File: src/rtl/shot_sequencer.sv
// Shot sequencer: holds a small table of shot configurations and, while
// enabled, presents them round-robin to the pulser at a fixed repetition
// period, each followed by a multi-cycle sync strobe.
module shot_sequencer #(
    parameter int NSLOT    = 8,
    parameter int PERIOD_W = 24,
    parameter int SYNC_LEN = 4
) (
    input  logic                hi_clk,
    input  logic                rst_n,
    input  logic                i_enable,
    input  logic [PERIOD_W-1:0] i_period,
    input  logic [2:0]          i_slot_count,
    input  logic                i_wr,
    input  logic [2:0]          i_wr_addr,
    input  logic [24:0]         i_wr_data,
    output logic                o_sync,
    output logic [2:0]          o_rx_mask,
    output logic [2:0]          o_tx_mask,
    output logic [2:0]          o_pulse_count,
    output logic [7:0]          o_pulse_width,
    output logic [7:0]          o_pulse_pause,
    output logic [2:0]          o_slot,
    output logic                o_frame_start,
    output logic                o_busy
);

    typedef enum logic [1:0] {
        IDLE = 2'd0,
        LOAD = 2'd1,
        SYNC = 2'd2,
        WAIT = 2'd3
    } state_t;

    // Slots beyond the configured depth alias onto the real ones.
    localparam logic [2:0]          SLOT_MASK  = 3'(NSLOT - 1);
    // Shortest period that still leaves two low cycles after the sync strobe.
    localparam logic [PERIOD_W-1:0] MIN_PERIOD = PERIOD_W'(SYNC_LEN + 2);
    localparam logic [PERIOD_W-1:0] SYNC_END   = PERIOD_W'(SYNC_LEN);

    state_t              state_q, state_d;
    logic [2:0]          slot_q, slot_d;
    logic [PERIOD_W-1:0] cnt_q, cnt_d;
    logic [PERIOD_W-1:0] period_q;
    logic [PERIOD_W-1:0] period_eff;
    logic                load_en;
    logic [2:0]          slot_next;
    logic [24:0]         table_q [8];
    logic [24:0]         rd_data;

    logic [2:0]          rx_q, tx_q, count_q;
    logic [7:0]          width_q, pause_q;
    logic [2:0]          slot_out_q;

    assign period_eff = (i_period < MIN_PERIOD) ? MIN_PERIOD : i_period;
    assign slot_next  = (slot_q >= i_slot_count) ? 3'd0 : slot_q + 3'd1;
    assign rd_data    = table_q[slot_q & SLOT_MASK];

    // Configuration table; a write in the LOAD cycle is seen on the next visit.
    always_ff @(posedge hi_clk or negedge rst_n) begin
        if (!rst_n) begin
            for (int i = 0; i < 8; i++) begin
                table_q[i] <= '0;
            end
        end else if (i_wr) begin
            table_q[i_wr_addr & SLOT_MASK] <= i_wr_data;
        end
    end

    // Sequencer state, slot index and shot counter.
    always_ff @(posedge hi_clk or negedge rst_n) begin
        if (!rst_n) begin
            state_q <= IDLE;
            slot_q  <= 3'd0;
            cnt_q   <= '0;
        end else begin
            state_q <= state_d;
            slot_q  <= slot_d;
            cnt_q   <= cnt_d;
        end
    end

    // Next-state logic; the counter is 0 in LOAD so LOAD-to-LOAD is exactly P cycles.
    always_comb begin
        state_d = state_q;
        slot_d  = slot_q;
        cnt_d   = cnt_q + PERIOD_W'(1);
        load_en = 1'b0;
        unique case (state_q)
            IDLE: begin
                cnt_d  = '0;
                slot_d = 3'd0;
                if (i_enable) begin
                    state_d = LOAD;
                end
            end
            LOAD: begin
                load_en = 1'b1;
                state_d = SYNC;
            end
            SYNC: begin
                if (cnt_q == SYNC_END) begin
                    state_d = WAIT;
                end
            end
            WAIT: begin
                if (cnt_q == period_q - PERIOD_W'(1)) begin
                    cnt_d = '0;
                    if (i_enable) begin
                        slot_d  = slot_next;
                        state_d = LOAD;
                    end else begin
                        slot_d  = 3'd0;
                        state_d = IDLE;
                    end
                end
            end
            default: begin
                state_d = IDLE;
            end
        endcase
    end

    // Shot parameters and period are captured in LOAD and held until the next LOAD.
    always_ff @(posedge hi_clk or negedge rst_n) begin
        if (!rst_n) begin
            rx_q       <= '0;
            tx_q       <= '0;
            count_q    <= '0;
            width_q    <= '0;
            pause_q    <= '0;
            slot_out_q <= '0;
            period_q   <= '0;
        end else if (load_en) begin
            rx_q       <= rd_data[24:22];
            tx_q       <= rd_data[21:19];
            count_q    <= rd_data[18:16];
            width_q    <= rd_data[15:8];
            pause_q    <= rd_data[7:0];
            slot_out_q <= slot_q;
            period_q   <= period_eff;
        end
    end

    assign o_sync        = (state_q == SYNC);
    assign o_busy        = (state_q != IDLE);
    assign o_frame_start = (state_q == LOAD) && (slot_q == 3'd0);
    assign o_rx_mask     = rx_q;
    assign o_tx_mask     = tx_q;
    assign o_pulse_count = count_q;
    assign o_pulse_width = width_q;
    assign o_pulse_pause = pause_q;
    assign o_slot        = slot_out_q;

endmodule

File: config.mk
export PLATFORM = sky130hd
export DESIGN_NAME = shot_sequencer
export DESIGN_NICKNAME = d
export VERILOG_FILES = /design/src/rtl/shot_sequencer.sv
export SDC_FILE = /design/constraint.sdc
export NUM_CORES = 1
export LEC_CHECK = 0
export ABC_AREA = 1
export CORE_UTILIZATION = 54
export DETAILED_ROUTE_END_ITERATION = 8
export PLACE_DENSITY = 0.74
export REMOVE_ABC_BUFFERS = 1
export SETUP_SLACK_MARGIN = 0.2
export SLEW_MARGIN = 20
export SYNTH_ARGS = -nofsm -noshare
export SYNTH_HDL_FRONTEND = slang
export SYNTH_SLANG_ARGS = --single-unit
File: constraint.sdc
create_clock -name hi_clk -period 2.1 [get_ports hi_clk]
set_input_delay 0.42 -clock hi_clk [delete_from_list [all_inputs] [get_ports hi_clk]]
set_output_delay 0.42 -clock hi_clk [all_outputs]
set_load 0.05 [all_outputs]
==> results of run 1 <==
## power by group
| part | switching, mW | internal [mW] |
|---|---|---|
| clock network | 2.23 | 3.37 |
| registers | 0.962 | 6.66 |
| logic | 5.01 | 2.99 |
| total | 8.21 | 13.0 |
## layout make-up
type / instances / area share (%)
Clock buffer: 39 / 5.191
Sequential cell: 281 / 42.78
Tap cell: 324 / 2.463
Timing Repair Buffer: 153 / 10.09
Clock inverter: 15 / 1.307
Inverter: 115 / 2.668
Multi-Input combinational cell: 1139 / 35.49
## synth_stat cells (2+ instances only)
cell	n	area, sq um
clkbuf_1	88	330.3
nor4_1	8	50.05
nand2_2	3	18.77
nand2_4	2	22.52
buf_4	2	15.01
a22oi_1	2	15.01
xnor2_1	16	140.1
ha_1	13	162.7
or2_2	2	12.51
o21ai_0	295	1476
nor2_2	7	43.79
o211ai_1	25	187.7
nand3b_1	5	37.54
inv_2	3	11.26
nor3_1	11	55.05
nand3_1	64	320.3
inv_1	112	420.4
buf_1	4	15.01
nor2_1	181	679.4
nor2_4	3	33.78
o22ai_1	50	312.8
dfrtp_1	281	7032
buf_2	2	10.01
xor2_1	29	254.0
nand2_1	350	1314
nand4_1	14	87.58
a21oi_1	52	260.3
## kinds of logic (layout without fill, tap and decap cells)
| kind of cell | count (synthesis) | in the layout | synth area share, % |
|---|---|---|---|
| simple gates | 653 | 653 | 20.23 |
| compound gates | 428 | 428 | 17.05 |
| flops | 281 | 281 | 52.46 |
| buf+inv | 213 | 322 | 6.105 |
| xor+xnor | 45 | 45 | 2.940 |
| fa+ha+maj | 13 | 13 | 1.214 |
## flip-flops by register name, indices dropped and copies added, names as in the netlist
signal         count
o_rx_mask          3
cnt_q             24
state_q            2
o_pulse_width      8
period_q          24
o_pulse_count      3
o_pulse_pause      8
table_q          200
slot_q             3
o_slot             3
o_tx_mask          3
## metrics by stage
| stage | worst slack [ns] | cell area, sq um |
|---|---|---|
| finish | -0.07107 | 16460 |
| CTS | 0.002744 | 16220 |
| global route | -0.2086 | 16460 |
| detailed placement | -0.07304 | 14840 |
| global placement | -0.01094 | 14840 |
| floorplan | -2.362 | 13020 |
## repair_timing
action / CTS / global route
hold buffers: 1 / 0
gates cloned: 1 / 2
buffers inserted: 14 / 4
endpoints found under the setup margin: 61 / 46
pin swaps: 16 / 21
gates resized for setup: 95 / 63
hold endpoints to repair: 46 / 0
## path summary, 6_finish.rpt
| kind | end |
|---|---|
| worst max-delay path | cnt_q[6]$_DFF_PN0_ |
| max in group asynchronous | table_q[60]$_DFFE_PN0P_ |
| min in group hi_clk | period_q[3]$_DFFE_PN0P_ |
| worst max register to register | cnt_q[6]$_DFF_PN0_ |
| worst min-delay path | table_q[139]$_DFFE_PN0P_ |
| worst min register to register | table_q[72]$_DFFE_PN0P_ |
## metal layers
layer	up-vias	wire length (microns)
met3	89	1911
li1	5556	-
met2	402	16600
met4	0	1157
met1	5691	15040
met5	-	0
==> impl_metrics.env, run 1 <==
export IMPL_status="finished with violations"
export IMPL_violations="negative setup slack"
export IMPL_tightest_slew_ns=0.7135
export IMPL_top_usage_layer="met2"
export IMPL_syn2layout_area_growth_pct=22.81
export IMPL_crit_required_ns=2.53
export IMPL_dp_cells=1990
export IMPL_r2r_slack_ns=-0.07
export IMPL_cts_tree="built"
export IMPL_grt_total_usage_pct=27.53
export IMPL_cp_max_fo=7
export IMPL_syn_cell_area_sq_mm=0.01340
export IMPL_cpMaxStageDelayCell="dfrtp_1"
export IMPL_seq_area_sq_mm=0.007043
export IMPL_synth_warnings=0
export IMPL_holdWs_ns=0.3682
export IMPL_cap_violations=0
export IMPL_hp_class="input pin to asynchronous set/reset pin"
export IMPL_drive_above_1_share_pct=12.51
export IMPL_antenna_cells=0
export IMPL_grt_start_max_net_pins=104
export IMPL_syn_inst=1633
export IMPL_synth_seq_area_share_pct=52.46
export IMPL_vias=11738
export IMPL_setup_viol=27
export IMPL_timing_setup_tns_ns=-0.6846
export IMPL_antenna_found_initial=0
export IMPL_crit_path_start_kind="flop"
export IMPL_worstPathCellList="inv_2 -> ha_4 -> nand2_8 -> nor2_8 -> nand2_4 -> o21bai_2 -> nand2_1 -> nor2_1 -> nand2_1 -> nor2_2 -> nand2_2 -> nand2_4 -> buf_12 -> clkbuf_16 -> a21oi_1"
export IMPL_hpwlAfterDp_mm=19.64
export IMPL_finish_utilization_pct=67.69
export IMPL_via_per_inst=5.682
export IMPL_yosysUniqueCellTypes=36
export IMPL_cts_buffer_depth=3
export IMPL_final_common_cell="nand2_1"
export IMPL_critical_path_class="flop to flop"
export IMPL_overflow=0
export IMPL_start_util_pct=55.12
export IMPL_clk_latency_ns=0.59
export IMPL_finalNonFillerCells=2066
export IMPL_nets=1792
export IMPL_crit_cells=15
export IMPL_hold_violations=0
export IMPL_ir_worst_vdd_v=0.001032
export IMPL_drtIter0Drc=994
export IMPL_synth_edf_count=0
export IMPL_p_leak_nw=7.554
export IMPL_dieArea_sq_mm=0.02546
export IMPL_met2_usage_pct=45.67
export IMPL_avgSynthCellArea_sq_um=8.208
export IMPL_setup_ws_ns=-0.07107
export IMPL_grt_pass1_wl_mm=56.96
export IMPL_endpoint_kind="flop"
export IMPL_crit_family="simple AND/OR/NAND/NOR gates"
export IMPL_rsz0062_at_grt="yes"
export IMPL_timing_rr_start="period_q[0]$_DFFE_PN0P_"
export IMPL_die_y_microns=159.6
export IMPL_ys_ff_latch=281
export IMPL_crit_buf_inv=3
export IMPL_slew_headroom_pct=52.43
export IMPL_async_flop_share_pct=100.0
export IMPL_grt_pass1_vias=11432
export IMPL_fp_row_count=57
export IMPL_reg2reg_depth=15
export IMPL_total_power_mw=21.22
export IMPL_wl_mm=34.70
export IMPL_slew_viol_final=0
export IMPL_drc=0
export IMPL_use_met1_pct=37.53
export IMPL_synth_main_ff_cell="dfrtp_1"
export IMPL_fmax_mhz=460.6
export IMPL_fill_cells=1942
export IMPL_clk_pin_slew_worst_paths_ns=0.06
export IMPL_fin_crit_sh_pct=103.4
export IMPL_period_needed_ns=2.171
export IMPL_startpoint="period_q[0]$_DFFE_PN0P_"
export IMPL_cts_sinks=281
export IMPL_cp_arrival_ns=2.60
export IMPL_cts_root_buf="clkbuf_16"
export IMPL_multiInputGateArea_sq_mm=0.005843
export IMPL_io_pins=90
export IMPL_critPathMaxStageDelay_ns=0.39
export IMPL_portBuffers=89
export IMPL_final_cell_mix="nand2_1 (337), o21ai_0 (295), dfrtp_1 (272)"
export IMPL_core_sq_mm=0.02432
export IMPL_skew_ns=0.04704
export IMPL_wl_per_cell_microns=16.80
export IMPL_grtUsageMet3_pct=3.126
export IMPL_postRouteAntennaNets=0
export IMPL_powerDensity_mw_per_mm2=1289
export IMPL_gp_congestion=0.8780
export IMPL_die_x_microns=159.6
export IMPL_cts_made_buffers=30
export IMPL_dr_pass1_iters=7
export IMPL_cts_htree_levels=1
(Power assumes the default switching activity.)
==> inputs of run 2 (changes only) <==
- GPL_TIMING_DRIVEN: default -> 0
- PLACE_DENSITY: 0.74 -> default
- PLACE_DENSITY_LB_ADDON: default -> 0.08
==> run 2 against run 1 <==
Net effect:
- the run still ends with negative setup slack left
- sequential power fell by 0.5%
- cell area rose by 1.3%
- largest power group unchanged
- total power rose by 1.0%
- sequential share of layout area fell by 0.54 points
- maximum frequency fell by 3.5%
- cell count rose by 0.24%
- first-iteration DRC count fell by 0.20%
- core utilization rose by 0.87 points
- combinational power rose by 5.9%
==> impl_metrics.env, run 2 (synthesized netlist as in run 1, its figures left out) <==
export IMPL_fin_crit_sh_pct=107.2
export IMPL_final_cell_mix="nand2_1 (338), o21ai_0 (295), dfrtp_1 (275)"
export IMPL_die_y_microns=159.6
export IMPL_fp_row_count=57
export IMPL_switching_share_pct=39.66
export IMPL_timing_setup_tns_ns=-2.371
export IMPL_p_leak_nw=7.675
export IMPL_endpoint_kind="flop"
export IMPL_io_pins=90
export IMPL_ir_worst_vdd_v=0.0009710
export IMPL_wl_per_cell_microns=18.90
export IMPL_finish_utilization_pct=68.56
export IMPL_status="finished with violations"
export IMPL_largest_reg_flops=200
export IMPL_rsz0062_at_grt="yes"
export IMPL_drtIter0Drc=992
export IMPL_dieArea_sq_mm=0.02546
export IMPL_clkPwrFrac_pct=25.1
export IMPL_nets=1799
export IMPL_top_regs="table_q x200, cnt_q x24, period_q x24"
export IMPL_die_x_microns=159.6
export IMPL_cp_max_fo=8
export IMPL_powerDensity_mw_per_mm2=1286
export IMPL_wl_mm=39.15
export IMPL_p_switching_mw=8.501
export IMPL_antenna_cells=0
export IMPL_stdcell_area_sq_mm=0.01667
export IMPL_drc=0
export IMPL_critical_path_class="flop to flop"
export IMPL_crit_path_start_kind="flop"
export IMPL_hold_violations=0
export IMPL_cts_buffer_depth=3
export IMPL_final_common_cell="nand2_1"
export IMPL_pwr_share_comb_pct=39.5
export IMPL_core_sq_mm=0.02432
export IMPL_dpl_cell_area_sq_mm=0.01473
export IMPL_p_int_mw=12.94
export IMPL_clk_latency_ns=0.58
export IMPL_portBuffers=89
export IMPL_drive_above_1_share_pct=12.02
export IMPL_cts_sinks=281
export IMPL_fmax_mhz=444.3
export IMPL_grt_pass1_wl_mm=62.16
export IMPL_hp_class="input pin to asynchronous set/reset pin"
export IMPL_slew_headroom_pct=52.05
export IMPL_tightest_slew_ns=0.7192
export IMPL_setup_viol=30
export IMPL_cp_arrival_ns=2.66
export IMPL_cts_root_buf="clkbuf_16"
export IMPL_postRouteAntennaNets=0
export IMPL_setup_ws_ns=-0.1507
export IMPL_hpwlAfterDp_mm=20.26
export IMPL_pwr_share_seq_pct=35.4
export IMPL_dr_pass1_iters=5
export IMPL_regMostFlops="table_q"
export IMPL_violations="negative setup slack"
export IMPL_r2r_slack_ns=-0.15
export IMPL_clk_pin_slew_worst_paths_ns=0.07
export IMPL_syn2layout_area_growth_pct=24.39
export IMPL_cap_violations=0
export IMPL_skew_ns=0.03965
export IMPL_period_needed_ns=2.251
export IMPL_cts_tree="built"
export IMPL_crit_required_ns=2.51
export IMPL_start_util_pct=55.12
export IMPL_pre_cts_ws_ns=-1.144
export IMPL_cts_htree_levels=1
export IMPL_grt_total_usage_pct=31.08
export IMPL_via_per_inst=5.768
export IMPL_slew_viol_final=0
export IMPL_overflow=0
export IMPL_grt_start_max_net_pins=101
export IMPL_gp_congestion=0.9137
export IMPL_cts_made_buffers=30
export IMPL_grt_pass1_vias=11527
export IMPL_antenna_found_initial=0
export IMPL_vias=11945
-- run 2: cell types whose count changed in the layout (fill, tap and decap cells not counted), sizes merged, moves of 2 or more --
cell / before / now
nand2: 355 / 357
clkbuf: 47 / 45
inv: 116 / 118
dlygate4sd2: 5 / 8
bufbuf: 0 / 3
bufinv: 4 / 2
clkinvlp: 3 / 1
-- run 2: layout make-up --
cell class              count  area [sq um]
clock inverters             9         126.4
inverters                 115         467.9
repair buffers            154          1848
well taps                 324         405.4
clock buffers              43         889.6
flip-flops and latches    281          7044
repair inverters            3         26.28
multi-input cells        1142          5866
fillers                  1944          7646
-- run 2: through the flow --
stage	hold slack, ns	power (mW)	cells
after floorplan	0.1244	12.11	1535
after global placement	0.4608	14.07	1948
after detailed placement	0.2639	14.41	1966
after CTS	0.2851	21.08	2061
after global routing	0.3043	22.59	2071
final	0.2897	21.44	2071
-- run 2: power groups by stage --
stage	clock, mW	sequential, mW	combinational [mW]
floorplan	0	8.18	3.93
global placement	0	7.84	6.24
detailed placement	0	7.71	6.70
CTS	5.45	7.54	8.09
global route	5.64	7.72	9.23
finish	5.39	7.58	8.47
-- run 2: repair_timing --
action	CTS	global route
pin swaps	6	14
gates cloned	10	1
endpoints found under the setup margin	105	67
setup buffers	32	9
hold endpoints to repair	17	0
gates resized for setup	123	41
hold buffers	1	0
-- run 2: worst paths after layout --
check,startpoint,endpoint,depth (start not counted)
worst max-delay path,period_q[1]$_DFFE_PN0P_,cnt_q[4]$_DFF_PN0_,14
worst min-delay path,rst_n,period_q[12]$_DFFE_PN0P_,2
worst max register to register,period_q[1]$_DFFE_PN0P_,cnt_q[4]$_DFF_PN0_,14
worst min register to register,o_slot[2]$_DFFE_PN0P_,o_slot[2]$_DFFE_PN0P_,1
max in group asynchronous,rst_n,table_q[115]$_DFFE_PN0P_,4
min in group hi_clk,i_period[17],period_q[17]$_DFFE_PN0P_,3
-- run 2: metal layers --
| metal | part of all wire [%] | GRT usage, % | wire, microns | up-vias |
|---|---|---|---|---|
| met5 | 0 | 0 | 0 | - |
| met4 | 3.0 | 10.71 | 1184 | 0 |
| met3 | 6.4 | 3.543 | 2516 | 84 |
| met2 | 48 | 51.55 | 18700 | 438 |
| met1 | 43 | 42.59 | 16750 | 5841 |
| li1 | - | - | - | 5582 |
-- run 2: worst max-delay path, cell delays in order (launching register included) --
cell and delay [ns]:
dfrtp_1 0.42, inv_2 0.10, ha_4 0.18, nand2_8 0.08, nor2_8 0.18, buf_6 0.12, xor2_1 0.14, nand2_1 0.07
nor2_1 0.08, nand2_1 0.09, nor2_4 0.16, nand2_4 0.14, buf_12 0.16, nand2_8 0.12, a21oi_1 0.08
